**src/rtl/brick_grid_controller.sv**
```systemverilog
// Brick wall owner: maps pixels onto the tile grid, latches
// collision hits and removes hit bricks with a per-frame row sweep.
module brick_grid_controller #(
    parameter int GRID_COLS = 16,
    parameter int GRID_ROWS = 8,
    parameter int TILE_BITS = 5,
    parameter int ORIGIN_X  = 64,
    parameter int ORIGIN_Y  = 32
) (
    input  logic        clk,
    input  logic        resetN,
    input  logic [10:0] pixelX,
    input  logic [10:0] pixelY,
    input  logic        startOfFrame,
    input  logic        hitRequest,
    input  logic        restoreAll,
    output logic [10:0] offsetX,
    output logic [10:0] offsetY,
    output logic        InsideRectangle,
    output logic [7:0]  bricksLeft,
    output logic        wallCleared,
    output logic        busy
);

    localparam int COL_W = (GRID_COLS > 1) ? $clog2(GRID_COLS) : 1;
    localparam int ROW_W = (GRID_ROWS > 1) ? $clog2(GRID_ROWS) : 1;
    localparam logic [7:0]  TOTAL  = 8'(GRID_ROWS * GRID_COLS);
    localparam logic [10:0] WALL_W = 11'(GRID_COLS << TILE_BITS);
    localparam logic [10:0] WALL_H = 11'(GRID_ROWS << TILE_BITS);
    localparam logic [ROW_W-1:0] LAST_ROW = ROW_W'(GRID_ROWS - 1);

    typedef enum logic [1:0] {
        IDLE,
        APPLY,
        RESTORE
    } state_t;

    state_t state_q;
    logic [ROW_W-1:0] sweep_q;
    logic [GRID_ROWS-1:0][GRID_COLS-1:0] grid_q;
    logic [GRID_ROWS-1:0][GRID_COLS-1:0] pend_q;
    logic [7:0] left_q;
    logic wc_q;
    logic busy_q;

    logic [10:0] offx_q, offy_q;
    logic inside_q;

    logic [ROW_W-1:0] p1_row_q, p2_row_q;
    logic [COL_W-1:0] p1_col_q, p2_col_q;
    logic p1_vld_q, p2_vld_q;

    logic [10:0] rel_x, rel_y;
    logic in_area;
    logic [COL_W-1:0] col;
    logic [ROW_W-1:0] row;
    logic inside_d;
    logic [GRID_COLS-1:0] rm_mask;
    logic hit_fire;

    function automatic logic [7:0] popcnt(input logic [GRID_COLS-1:0] v);
        logic [7:0] n;
        n = '0;
        for (int i = 0; i < GRID_COLS; i++) n = n + 8'(v[i]);
        return n;
    endfunction

    // Pixel-to-tile mapping; wrap-around makes left/above pixels huge.
    always_comb begin
        rel_x    = pixelX - 11'(ORIGIN_X);
        rel_y    = pixelY - 11'(ORIGIN_Y);
        in_area  = (rel_x < WALL_W) && (rel_y < WALL_H);
        col      = rel_x[TILE_BITS +: COL_W];
        row      = rel_y[TILE_BITS +: ROW_W];
        inside_d = in_area && grid_q[row][col];
        rm_mask  = grid_q[sweep_q] & pend_q[sweep_q];
        hit_fire = hitRequest && p2_vld_q && (state_q != RESTORE);
    end

    // Registered mapping outputs plus the 2-deep hit attribution pipe.
    always_ff @(posedge clk or negedge resetN) begin
        if (!resetN) begin
            offx_q   <= '0;
            offy_q   <= '0;
            inside_q <= 1'b0;
            p1_row_q <= '0;
            p1_col_q <= '0;
            p1_vld_q <= 1'b0;
            p2_row_q <= '0;
            p2_col_q <= '0;
            p2_vld_q <= 1'b0;
        end else begin
            offx_q   <= in_area ? 11'(rel_x[TILE_BITS-1:0]) : '0;
            offy_q   <= in_area ? 11'(rel_y[TILE_BITS-1:0]) : '0;
            inside_q <= inside_d;
            p1_row_q <= row;
            p1_col_q <= col;
            p1_vld_q <= inside_d;
            p2_row_q <= p1_row_q;
            p2_col_q <= p1_col_q;
            p2_vld_q <= p1_vld_q;
        end
    end

    // Sweep FSM owning grid, pending mask and brick count.
    always_ff @(posedge clk or negedge resetN) begin
        if (!resetN) begin
            state_q <= IDLE;
            sweep_q <= '0;
            grid_q  <= '1;
            pend_q  <= '0;
            left_q  <= TOTAL;
            wc_q    <= 1'b0;
            busy_q  <= 1'b0;
        end else begin
            wc_q <= (left_q == 8'd0);
            unique case (state_q)
                IDLE: begin
                    if (restoreAll) begin
                        state_q <= RESTORE;
                        sweep_q <= '0;
                        busy_q  <= 1'b1;
                    end else if (startOfFrame && (pend_q != '0)) begin
                        state_q <= APPLY;
                        sweep_q <= '0;
                        busy_q  <= 1'b1;
                    end
                end
                APPLY: begin
                    if (restoreAll) begin
                        state_q <= RESTORE;
                        sweep_q <= '0;
                    end else begin
                        grid_q[sweep_q] <= grid_q[sweep_q] & ~pend_q[sweep_q];
                        pend_q[sweep_q] <= '0;
                        left_q <= left_q - popcnt(rm_mask);
                        if (sweep_q == LAST_ROW) begin
                            state_q <= IDLE;
                            busy_q  <= 1'b0;
                        end else begin
                            sweep_q <= sweep_q + 1'b1;
                        end
                    end
                end
                RESTORE: begin
                    if (restoreAll) begin
                        sweep_q <= '0;
                    end else begin
                        grid_q[sweep_q] <= '1;
                        pend_q[sweep_q] <= '0;
                        if (sweep_q == LAST_ROW) begin
                            left_q  <= TOTAL;
                            state_q <= IDLE;
                            busy_q  <= 1'b0;
                        end else begin
                            sweep_q <= sweep_q + 1'b1;
                        end
                    end
                end
                default: begin
                    state_q <= IDLE;
                    busy_q  <= 1'b0;
                end
            endcase
            // A fresh hit beats the row clear issued in the same cycle.
            if (hit_fire) pend_q[p2_row_q][p2_col_q] <= 1'b1;
        end
    end

    assign offsetX         = offx_q;
    assign offsetY         = offy_q;
    assign InsideRectangle = inside_q;
    assign bricksLeft      = left_q;
    assign wallCleared     = wc_q;
    assign busy            = busy_q;

endmodule

```
**config.mk**
```make
export PLATFORM = sky130hd
export DESIGN_NAME = brick_grid_controller
export DESIGN_NICKNAME = d
export VERILOG_FILES = /design/src/rtl/brick_grid_controller.sv
export SDC_FILE = /design/constraint.sdc
export NUM_CORES = 1
export LEC_CHECK = 0
export CORE_ASPECT_RATIO = 0.9
export CORE_MARGIN = 2
export CORE_UTILIZATION = 28
export DETAILED_ROUTE_END_ITERATION = 10
export SYNTH_ARGS = -nofsm -noshare
export SYNTH_HDL_FRONTEND = slang
export SYNTH_SLANG_ARGS = --single-unit
```
**constraint.sdc**
```tcl
create_clock -name clk -period 9.2 [get_ports clk]
set_clock_uncertainty 0.05 [all_clocks]
set_input_delay 1.38 -clock clk [delete_from_list [all_inputs] [get_ports clk]]
set_output_delay 1.38 -clock clk [all_outputs]
set_load 0.005 [all_outputs]
```
==> reports/qor.yml, run 1 <==
run_status:
  status: "finished with violations"
  violations: "DRC"
placed_design:
  place_area_um2: 16200
  dp_hpwl_um: 32000
  port_buffers: 47
  gp_congestion: 0.880
global_route:
  grt_first_pass_wirelength_um: 74800
  overflow: 0
  grt_pass1_vias: 12200
  antenna_found_initial: 0
  track_usage: 0.172
  grt_max_degree: 108
sta:
  fmax_mhz: 135
  rsz0062_at_grt: "false"
  setup_viol: 0
  tightest_slew_ps: 1270
  final.period_utilization: 0.808
  relSlewSlack: 0.151
  hold_violations: 0
  slew_viol_final: 0
  fin_setup_tns_ps: 0
  finalCriticalPeriod_ps: 7430
layout:
  diodes: 0
  syn_to_final_growth_pct: 15.3
  drive_gt1_frac: 0.176
  final_cell_area_um2: 17400
  finalNetCount: 1551
yosys:
  postSynthAreaPerCell_um2: 10.3
  seq_area_frac_synth: 0.503
  synthXorXnorAreaFrac: 0.00688
  ys_async_sr_fraction: 1.00
  ys_ff_latch: 297
  synth_compound_area_frac: 0.208
  synthMuxAreaShare: 0.0463
  synthAdderAreaFrac: 0.0446
  synth_warnings: 0
  synth_ff_type: "dfrtp_1"
  ys_types: 77
  netlist_area_um2: 15100
  synthCells: 1466
  synth_edf_count: 0
  yosys.area_share.simple: 0.146
  synth_top_family_by_area: "compound AO/OA/AOI/OAI gates"
detailed_routing:
  firstDrtPassIters: 10
  wl_met3_um: 4930
  wl_um: 48600
  vias_per_cell: 5.62
  wl_met1_um: 20600
  ant_nets: 0
  num_vias: 12400
  highest_layer: "met4"
  wl_met2_um: 21400
  drt-wirelength-per-cell_um: 22.0
  drtIter0Drc: 1546
  drc: 6
worst_setup_path:
  path_cells: "nor3b_4, a22oi_1, and3_1, nor2b_1, fa_1, fa_1, inv_1, ha_1, or2_2, fa_1, fa_1, inv_1, fa_1, inv_1, ha_1, o21a_1, o21ai_1, a21boi_0, o21a_1, o31ai_1, or3b_1"
  r2r_slack_ps: 1770
  critPathKind: "register to register"
  end_kind: "register"
  cp_slowest_stage_delay_ps: 1110
  crit_arrival_ps: 7830
  slowest_stage: "nor3b_4"
  crit_required_ps: 9600
  start_kind: "register"
  cp_max_fo: 18
  crit_top_cell: "fa_1"
pwr:
  power.leakage_nw: 6.86
  ir_drop_uv: 136
  power.density_nw_per_um2: 259
die:
  die_h_um: 224
  pin_count: 60
  die_area_um2: 55800
  initial_utilization: 0.284
  core_um2: 53200
  die_w_um: 249
  rows: 80
clocking:
  cts_made_buffers: 35
  htreeDepth: 2
  clk_latency_ps: 540
  post_cts_buffers: 0
  clockBufferDepth: 3
  cts-root-buf: "clkbuf_16"
  post_cts_resized: 0
  clkSlewWorstSetupHoldPaths_ps: 60
  clock-sinks: 297
  ctsHoldBuffers: 0
  cts_tree: "done"
hold_path:
  holdCritPathClass: "register to register"
flow_run:
  cap_violations: 0
[final timing paths]
check,cells after the start,to,from
worst max-delay path,21,bricksLeft[7],sweep_q[1]
worst min-delay path,0,p2_col_q[3],p1_col_q[3]
worst max register to register,21,bricksLeft[7],sweep_q[1]
worst min register to register,0,p2_col_q[3],p1_col_q[3]
max in group asynchronous,2,bricksLeft[1],resetN
min in group asynchronous,1,pend_q[93],resetN
[power breakdown]
part | switching [W] | total [W] | internal (W)
combinational | 0.000887 | 0.00140 | 0.000518
clock | 0.000557 | 0.00144 | 0.000880
sequential | 0.000144 | 0.00166 | 0.00152
total | 0.00159 | 0.00450 | 0.00292
[layer usage]
metal	vias up	GRT usage
met4	0	0.0719
li1	5402	-
met3	110	0.0420
met5	-	0
met1	6150	0.237
met2	732	0.259
[cell families (layout without fill, tap and decap cells)]
logic type,after synthesis,count (layout)
flip-flops,297,297
AO/OA/AOI/OAI,465,465
buffers and inverters,151,182
AND/OR/NAND/NOR,455,455
XOR/XNOR,11,11
adder cells (fa/ha/maj),43,43
multiplexers,43,43
other,1,12
[cell type report]
| cell class | count | area, µm² |
|---|---|---|
| fill | 5272 | 35700 |
| sequential | 297 | 7590 |
| clock inverter | 10 | 144 |
| multi-input combinational | 1029 | 6910 |
| inverter | 48 | 180 |
| clock buffer | 54 | 1060 |
| timing repair buffer | 70 | 648 |
| tap | 697 | 872 |
[critical path, delay by kind of cell, from the launching register on]
kind	cells	cell delay (ps)
flip-flops	1	640
AO/OA/AOI/OAI	6	1040
buffers and inverters	3	170
adder cells (fa/ha/maj)	7	2980
AND/OR/NAND/NOR	5	2450
[placed cells by master, fill, tap and decap left out, drive strengths merged, types with 8 or more instances in the layout]
cell	instances
a221oi	16
clkdlybuf4s50	46
nor3	12
nand2b	11
nor2	35
clkbuf	54
and2	12
buf	24
mux4	20
a22o	85
nor3b	11
nand2	240
dfstp	129
nand3b	10
fa	18
nor4	38
nand4	25
o21ai	203
and3	18
ha	25
dfrtp	168
a21oi	22
a22oi	103
mux2i	15
inv	50
conb	12
nor2b	17
mux2	8
[cells in the mapped netlist, drive strengths merged, types with 3 or more instances]
library cell / number / area share
nand3: 6 / 0.0020
nor2b: 17 / 0.0070
o2111a: 3 / 0.0022
xnor2: 7 / 0.0046
nor3b: 11 / 0.0065
dfrtp: 168 / 0.28
ha: 25 / 0.021
nand2b: 11 / 0.0046
nand4: 25 / 0.010
o211ai: 3 / 0.0015
o21ai: 203 / 0.067
clkbuf: 64 / 0.016
mux4: 20 / 0.030
a2111oi: 3 / 0.0018
nand3b: 10 / 0.0050
and2: 12 / 0.0050
a221oi: 16 / 0.0093
or3: 7 / 0.0029
fa: 18 / 0.024
nor4: 38 / 0.016
a21oi: 22 / 0.0098
a22oi: 103 / 0.051
o21a: 3 / 0.0015
dfstp: 129 / 0.22
xor2: 4 / 0.0023
mux2i: 15 / 0.010
mux2: 8 / 0.0062
buf: 39 / 0.017
nor2: 35 / 0.0089
nand2: 240 / 0.060
nor3: 12 / 0.0043
or2: 6 / 0.0025
a22o: 85 / 0.049
inv: 48 / 0.012
and3: 18 / 0.0075
[through the flow]
step / util / hold slack, ps / std cells / power [W] / setup WS, ps
2_1_floorplan: - / 281 / 1477 / 0.00262 / 2990
3_3_place_gp: 0.305 / 284 / 2141 / 0.00305 / 2000
3_5_place_dp: 0.305 / 286 / 2141 / 0.00307 / 1840
4_1_cts: 0.327 / 271 / 2205 / 0.00452 / 1820
5_1_grt: 0.327 / 296 / 2205 / 0.00477 / 1390
6_report: 0.327 / 273 / 2205 / 0.00450 / 1770
[state kept, by name, summed over array words and instances (netlist names)]
register and cells:
bricksLeft 8, busy 1, grid_q 128, offsetX 5, offsetY 5, p1_col_q 4
p1_row_q 3, p1_vld_q 1, p2_col_q 4, p2_row_q 3, p2_vld_q 1, pend_q 128
state_q 2, sweep_q 3, wallCleared 1
(Power assumes the default switching activity.)
==> run 2, diff against run 1 <==
==> constraint.sdc (replaced) <==
create_clock -name clk -period 6.35 [get_ports clk]
set_clock_uncertainty 0.05 [all_clocks]
set_input_delay 0.9525 -clock clk [delete_from_list [all_inputs] [get_ports clk]]
set_output_delay 0.9525 -clock clk [all_outputs]
set_load 0.005 [all_outputs]
==> reports/qor.yml, run 2 (synthesis results as in run 1) <==
sta:
  setup_viol: 0  # unchanged
  rsz0062_at_grt: "true"  # was false
  slew_viol_final: 0  # unchanged
  relSlewSlack: 0.114  # was 0.151
  tightest_slew_ps: 1320  # was 1270 ps
  hold_violations: 0  # unchanged
  final.period_utilization: 0.987  # was 0.808
  finalCriticalPeriod_ps: 6270  # was 7430 ps
  setup_slack_ps: 82.9  # was 1770 ps
  fmax_mhz: 160  # was 135 MHz
worst_setup_path:
  cp_max_fo: 7  # was 18
  start_kind: "register"  # unchanged
  crit_arrival_ps: 6690  # was 7830 ps
  critPathKind: "register to register"  # unchanged
  cp_slowest_stage_delay_ps: 550  # was 1110 ps
  end_kind: "register"  # unchanged
  cp.buffers_inverters: 7  # was 3
  slowest_stage: "fa_1"  # was nor3b_4
  crit_top_cell: "fa_1"  # unchanged
  crit_required_ps: 6780  # was 9600 ps
  cp_top_family: "adder cells"  # unchanged
clocking:
  clockBufferDepth: 3  # unchanged
  clock-sinks: 297  # unchanged
  clkSlewWorstSetupHoldPaths_ps: 60  # about the same
  clk_latency_ps: 560  # was 540 ps
  cts_made_buffers: 36  # was 35
  cts_tree: "done"  # unchanged
  cts-root-buf: "clkbuf_16"  # unchanged
  htreeDepth: 2  # unchanged
global_route:
  track_usage: 0.177  # was 0.172
  grt_first_pass_wirelength_um: 76800  # was 74,800 µm
  grt_max_degree: 131  # was 108
  grt_pass1_vias: 12400  # was 12,200
  antenna_found_initial: 0  # unchanged
  overflow: 0  # unchanged
die:
  initial_utilization: 0.284  # unchanged
  die_area_um2: 55800  # unchanged
  core_um2: 53200  # unchanged
  pin_count: 60  # unchanged
  die_h_um: 224  # unchanged
  rows: 80  # unchanged
  die_w_um: 249  # unchanged
detailed_routing:
  firstDrtPassIters: 9  # was 10
  wl_um: 49400  # was 48,600 µm
  drc: 6  # unchanged
  num_vias: 12600  # was 12,400
  drtIter0Drc: 1298  # was 1,546
  ant_nets: 0  # unchanged
  vias_per_cell: 5.50  # was 5.62
  drt-wirelength-per-cell_um: 21.6  # was 22.0 µm
layout:
  final_cell_area_um2: 18500  # was 17,400 µm²
  fin_util: 0.349  # was 0.327
  syn_to_final_growth_pct: 22.9  # was 15.3%
  drive_gt1_frac: 0.248  # was 0.176
  stdcell_count: 2285  # was 2,205
  fillers: 5200  # was 5,272
  final_cell_mix: "nand2_1 (240), dfrtp_1 (166), dfstp_2 (129), o21ai_1 (103), o21ai_0 (99)"  # was nand2_1 (240), dfrtp_1 (168), dfstp_2 (129), a22oi_1 (103), o21ai_1 (103)
  diodes: 0  # unchanged
  finalNetCount: 1630  # was 1,551
  mostFrequentLayoutCell: "nand2_1"  # unchanged
placed_design:
  dp_hpwl_um: 32800  # was 32,000 µm
  gp_congestion: 0.919  # was 0.880
  post-place-ws_ps: -167  # was 1840 ps
  place_area_um2: 16800  # was 16,200 µm²
  port_buffers: 47  # unchanged
  dp_cells: 2201  # was 2,141
pwr:
  total_power_w: 0.00702  # was 0.00450 W
  ir_drop_uv: 213  # was 136 µV
  power.leakage_nw: 7.41  # was 6.86 nW
  power.density_nw_per_um2: 379  # was 259 nW/µm²
hold_path:
  holdCritPathClass: "register to register"  # unchanged
run_status:
  status: "finished with violations"  # unchanged
  violations: "DRC"  # unchanged
flow_run:
  cap_violations: 0  # unchanged
## run 2: changes by cell type in the layout (fill, tap and decap cells not counted), sizes merged
| cell | delta |
|---|---|
| clkinv | +6 |
| clkinvlp | +1 |
| buf | +78 |
| inv | -2 |
| clkbuf | -3 |
## run 2: routing by layer
layer | vias up | track usage | share of wire
li1 | 5562 | - | -
met1 | 6266 | 0.253 | 0.44
met2 | 615 | 0.262 | 0.43
met3 | 129 | 0.0317 | 0.086
met4 | 0 | 0.0757 | 0.037
met5 | - | 0 | 0
## run 2: final timing paths
path / startpoint / end / slack [ps] / depth (start not counted)
max: sweep_q[1] / bricksLeft[7] / 80 / 25
min: p1_col_q[1] / p2_col_q[1] / 300 / 0
max reg2reg: sweep_q[1] / bricksLeft[7] / 80 / 25
min reg2reg: p1_col_q[1] / p2_col_q[1] / 300 / 0
max in group asynchronous: resetN / pend_q[74] / 4630 / 2
min in group asynchronous: resetN / pend_q[45] / 340 / 1
## run 2: area by class of cell
type	count	area (µm²)	share of cell area
repair buffers	148	1530	0.0827
well taps	697	872	0.0470
clock buffers	51	1050	0.0565
multi-input cells	1029	7120	0.384
clock inverters	15	190	0.0103
flip-flops and latches	297	7600	0.410
inverters	48	180	0.00972
## run 2: where the power goes
| part | switching [W] | internal, W | leakage, nW |
|---|---|---|---|
| clock | 0.000855 | 0.00128 | 0.610 |
| sequential | 0.000197 | 0.00220 | 3.63 |
| combinational | 0.00143 | 0.00106 | 3.17 |
| total | 0.00248 | 0.00454 | 7.41 |
## run 2: what timing repair did
item | in CTS | in global routing
hold buffers | 0 | 0
pin swaps | 3 | 19
endpoints found under the setup margin | 3 | 3
resized for setup | 20 | 64
buffers inserted | 1 | 17
## run 2: stage by stage
stage	hold WS, ps	TNS [ps]
detailed placement	285	-388
floorplan	281	0
global placement	283	-132
finish	297	0
CTS	297	-9.41
global route	305	-285
==> variant (flow settings as in run 2) <==
Remove the register `offx_q`: a continuous assignment takes its place, so the output `offsetX` follows one clock earlier.
--- a/src/rtl/brick_grid_controller.sv
+++ b/src/rtl/brick_grid_controller.sv
@@ -80,7 +80,6 @@
     // Registered mapping outputs plus the 2-deep hit attribution pipe.
     always_ff @(posedge clk or negedge resetN) begin
         if (!resetN) begin
-            offx_q   <= '0;
             offy_q   <= '0;
             inside_q <= 1'b0;
             p1_row_q <= '0;
@@ -90,7 +89,6 @@
             p2_col_q <= '0;
             p2_vld_q <= 1'b0;
         end else begin
-            offx_q   <= in_area ? 11'(rel_x[TILE_BITS-1:0]) : '0;
             offy_q   <= in_area ? 11'(rel_y[TILE_BITS-1:0]) : '0;
             inside_q <= inside_d;
             p1_row_q <= row;
@@ -101,6 +99,8 @@
             p2_vld_q <= p1_vld_q;
         end
     end
+
+    assign offx_q = in_area ? 11'(rel_x[TILE_BITS-1:0]) : '0;
 
     // Sweep FSM owning grid, pending mask and brick count.
     always_ff @(posedge clk or negedge resetN) begin
Function: changed (Yosys sat finds a counterexample within 4 cycles, from zero or initial values and one cycle with resetN low).
==> variant against run 2 <==
The run ends with capacitance limit, slew limit, setup timing left. Power increased by 0.33%. Count of clock-buffer cells in the layout shrank 3. Sequential share of layout area shrank 0.92 points. Sequential cell count is 5 lower. Design area up 0.62%. Combinational power grew 15%. Worst hold slack worse by 0.0026 ns. Setup slack got worse by 0.14 ns. Critical path depth unchanged. Area after synthesis down 0.91%. Die area is 0.90% lower. Wire length up 1.5%. Critical path type unchanged. Critical endpoint unchanged. Largest cell class unchanged.
==> variant: results (changes against run 2) <==
logic_synthesis:
  yosysSeqAreaShare_pct: 49.95  # -0.37 points
  synth_area_leaders: "dfrtp_1, dfstp_2, nand2_1, a22oi_1, o21ai_0"
  netlist_instances: 1461  # -0.34%
  synth_common_cells: "nand2_1, dfrtp_1, o21ai_0"
  ys_ff_latch: 292  # -1.7%
placement:
  dpl_cell_area_sq_um: 16770  # -0.38%
  dp_cells: 2205  # +0.18%
  post-dp-hpwl_mm: 33.18  # +1.3%
  post-place-ws_ns: -0.2952  # -0.1284 ns
  gp_congestion: 0.9164  # -0.26%
clocking:
  post_cts_buffers: 40  # +39
  insertion_delay_ns: 0.59  # +0.03 ns
  cts_buffers: 31  # -14%
  h-tree-depth: 1  # -1
  ctsResizeCount: 39  # +95%
  cts.clk_slew.worst_paths_ns: 0.06  # about the same
outcome:
  violations: "capacitance limit, slew limit, setup timing"
  status: "finished with violations"
pwr:
  total_leakage_power_nw: 7.540  # +1.8%
  power.ir.vdd_worst_mv: 0.3351  # +58%
grt:
  use_met3_pct: 3.416  # +0.25 points
  met2_usage_pct: 27.23  # +1.0 points
  grt_antenna_before_repair: 1  # +1
  grt_pass1_wl_mm: 76.76  # about the same
  grt_start_max_net_pins: 121  # -7.6%
  grt_use_met1_pct: 24.61  # -0.65 points
  grt_usage_pct: 17.90  # +0.24 points
layout:
  fillers: 5269  # +1.3%
  buf_share_pct: 10.37  # +2.1 points
  layout.nets: 1671  # +2.5%
  drive_above_1_share_pct: 27.31  # +2.5 points
  clock_buffers: 48  # -5.9%
  signal_buffers: 199  # +34%
  multi_input_area_share_pct: 38.50  # +0.078 points
  sh_seq_area_pct: 40.05  # -0.92 points
  clk_share_pct: 5.439  # -1.2 points
worst_setup_path:
  cp.arrival_ns: 6.86  # +0.17 ns
  crit_fanout: 13  # +6
sta:
  setup_slack_ns: -0.05315  # -0.1361 ns
  max_slew_margin_pct: -2.999  # -14 points
  drv_slew: 9  # +9
  finalSetupViolCount: 2  # +2
  finalSetupTns_ns: -0.1012  # -0.1012 ns
routing:
  vias: 12910  # +2.7%
  drt-pass1-iter-count: 6  # -3
  vias_per_cell: 5.559  # +1.0%
  wl_met2_mm: 22.36  # +4.4%
  routedWlPerCell_microns: 21.56  # -0.18%
  drt_iter0_markers: 1389  # +7.0%
  wl_met1_mm: 21.12  # -3.5%
hold_path:
  min_path_type: "reg2reg"
  min_from: "p1_col_q[3]$_DFF_PN0_"
die:
  core_area_sq_um: 52850  # -0.56%
job:
  maxCapViolCount: 1  # +1
## variant: cells by family after synthesis
logic type               synth area share, %
AO/OA/AOI/OAI                          20.89
AND/OR/NAND/NOR                        14.72
flip-flops                             49.95
buffers and inverters                  4.544
adder cells (fa/ha/maj)                4.502
multiplexers                           4.670
XOR/XNOR                              0.6946
other                                0.02508
## variant: path summary, 6_finish.rpt
path,end,slack [ns],depth (start not counted)
setup reg to reg,bricksLeft[7]$_DFFE_PN1P_,-0.05,25
max in group asynchronous,pend_q[6]$_DFF_PN0_,4.51,2
hold reg to reg,p2_col_q[3]$_DFF_PN0_,0.29,0
min in group asynchronous,pend_q[108]$_DFF_PN0_,0.41,1
hold / removal,p2_col_q[3]$_DFF_PN0_,0.29,0
setup / recovery,bricksLeft[7]$_DFFE_PN1P_,-0.05,25
## variant: metrics by stage
stage	hold WS (ns)	utilization, %
final	0.2947	35.30
after global routing	0.3065	35.30
after CTS	0.2975	34.50
after detailed placement	0.2862	31.73
after global placement	0.2828	31.73
after floorplan	0.2812	-
## variant: critical path: stages, from the launching register on
cell and delay, ns:
dfrtp_2 0.46, buf_6 0.14, buf_4 0.13, nor2_4 0.14, buf_6 0.21, buf_12 0.18
a22oi_1 0.08, and4_4 0.21, nand2b_4 0.16, fa_1 0.55, inv_2 0.04, fa_2 0.35
inv_2 0.07, fa_1 0.42, fa_1 0.53, fa_1 0.57, inv_2 0.04, fa_1 0.57
inv_2 0.05, ha_4 0.21, o21a_1 0.12, o21ai_2 0.17, a21boi_2 0.08, o21a_1 0.21
o31ai_1 0.21, or3b_1 0.36
## variant: where the power goes
part           switching, W  total (W)  internal, W
combinational       0.00155    0.00286      0.00131
clock              0.000772    0.00183      0.00105
sequential         0.000193    0.00236      0.00217
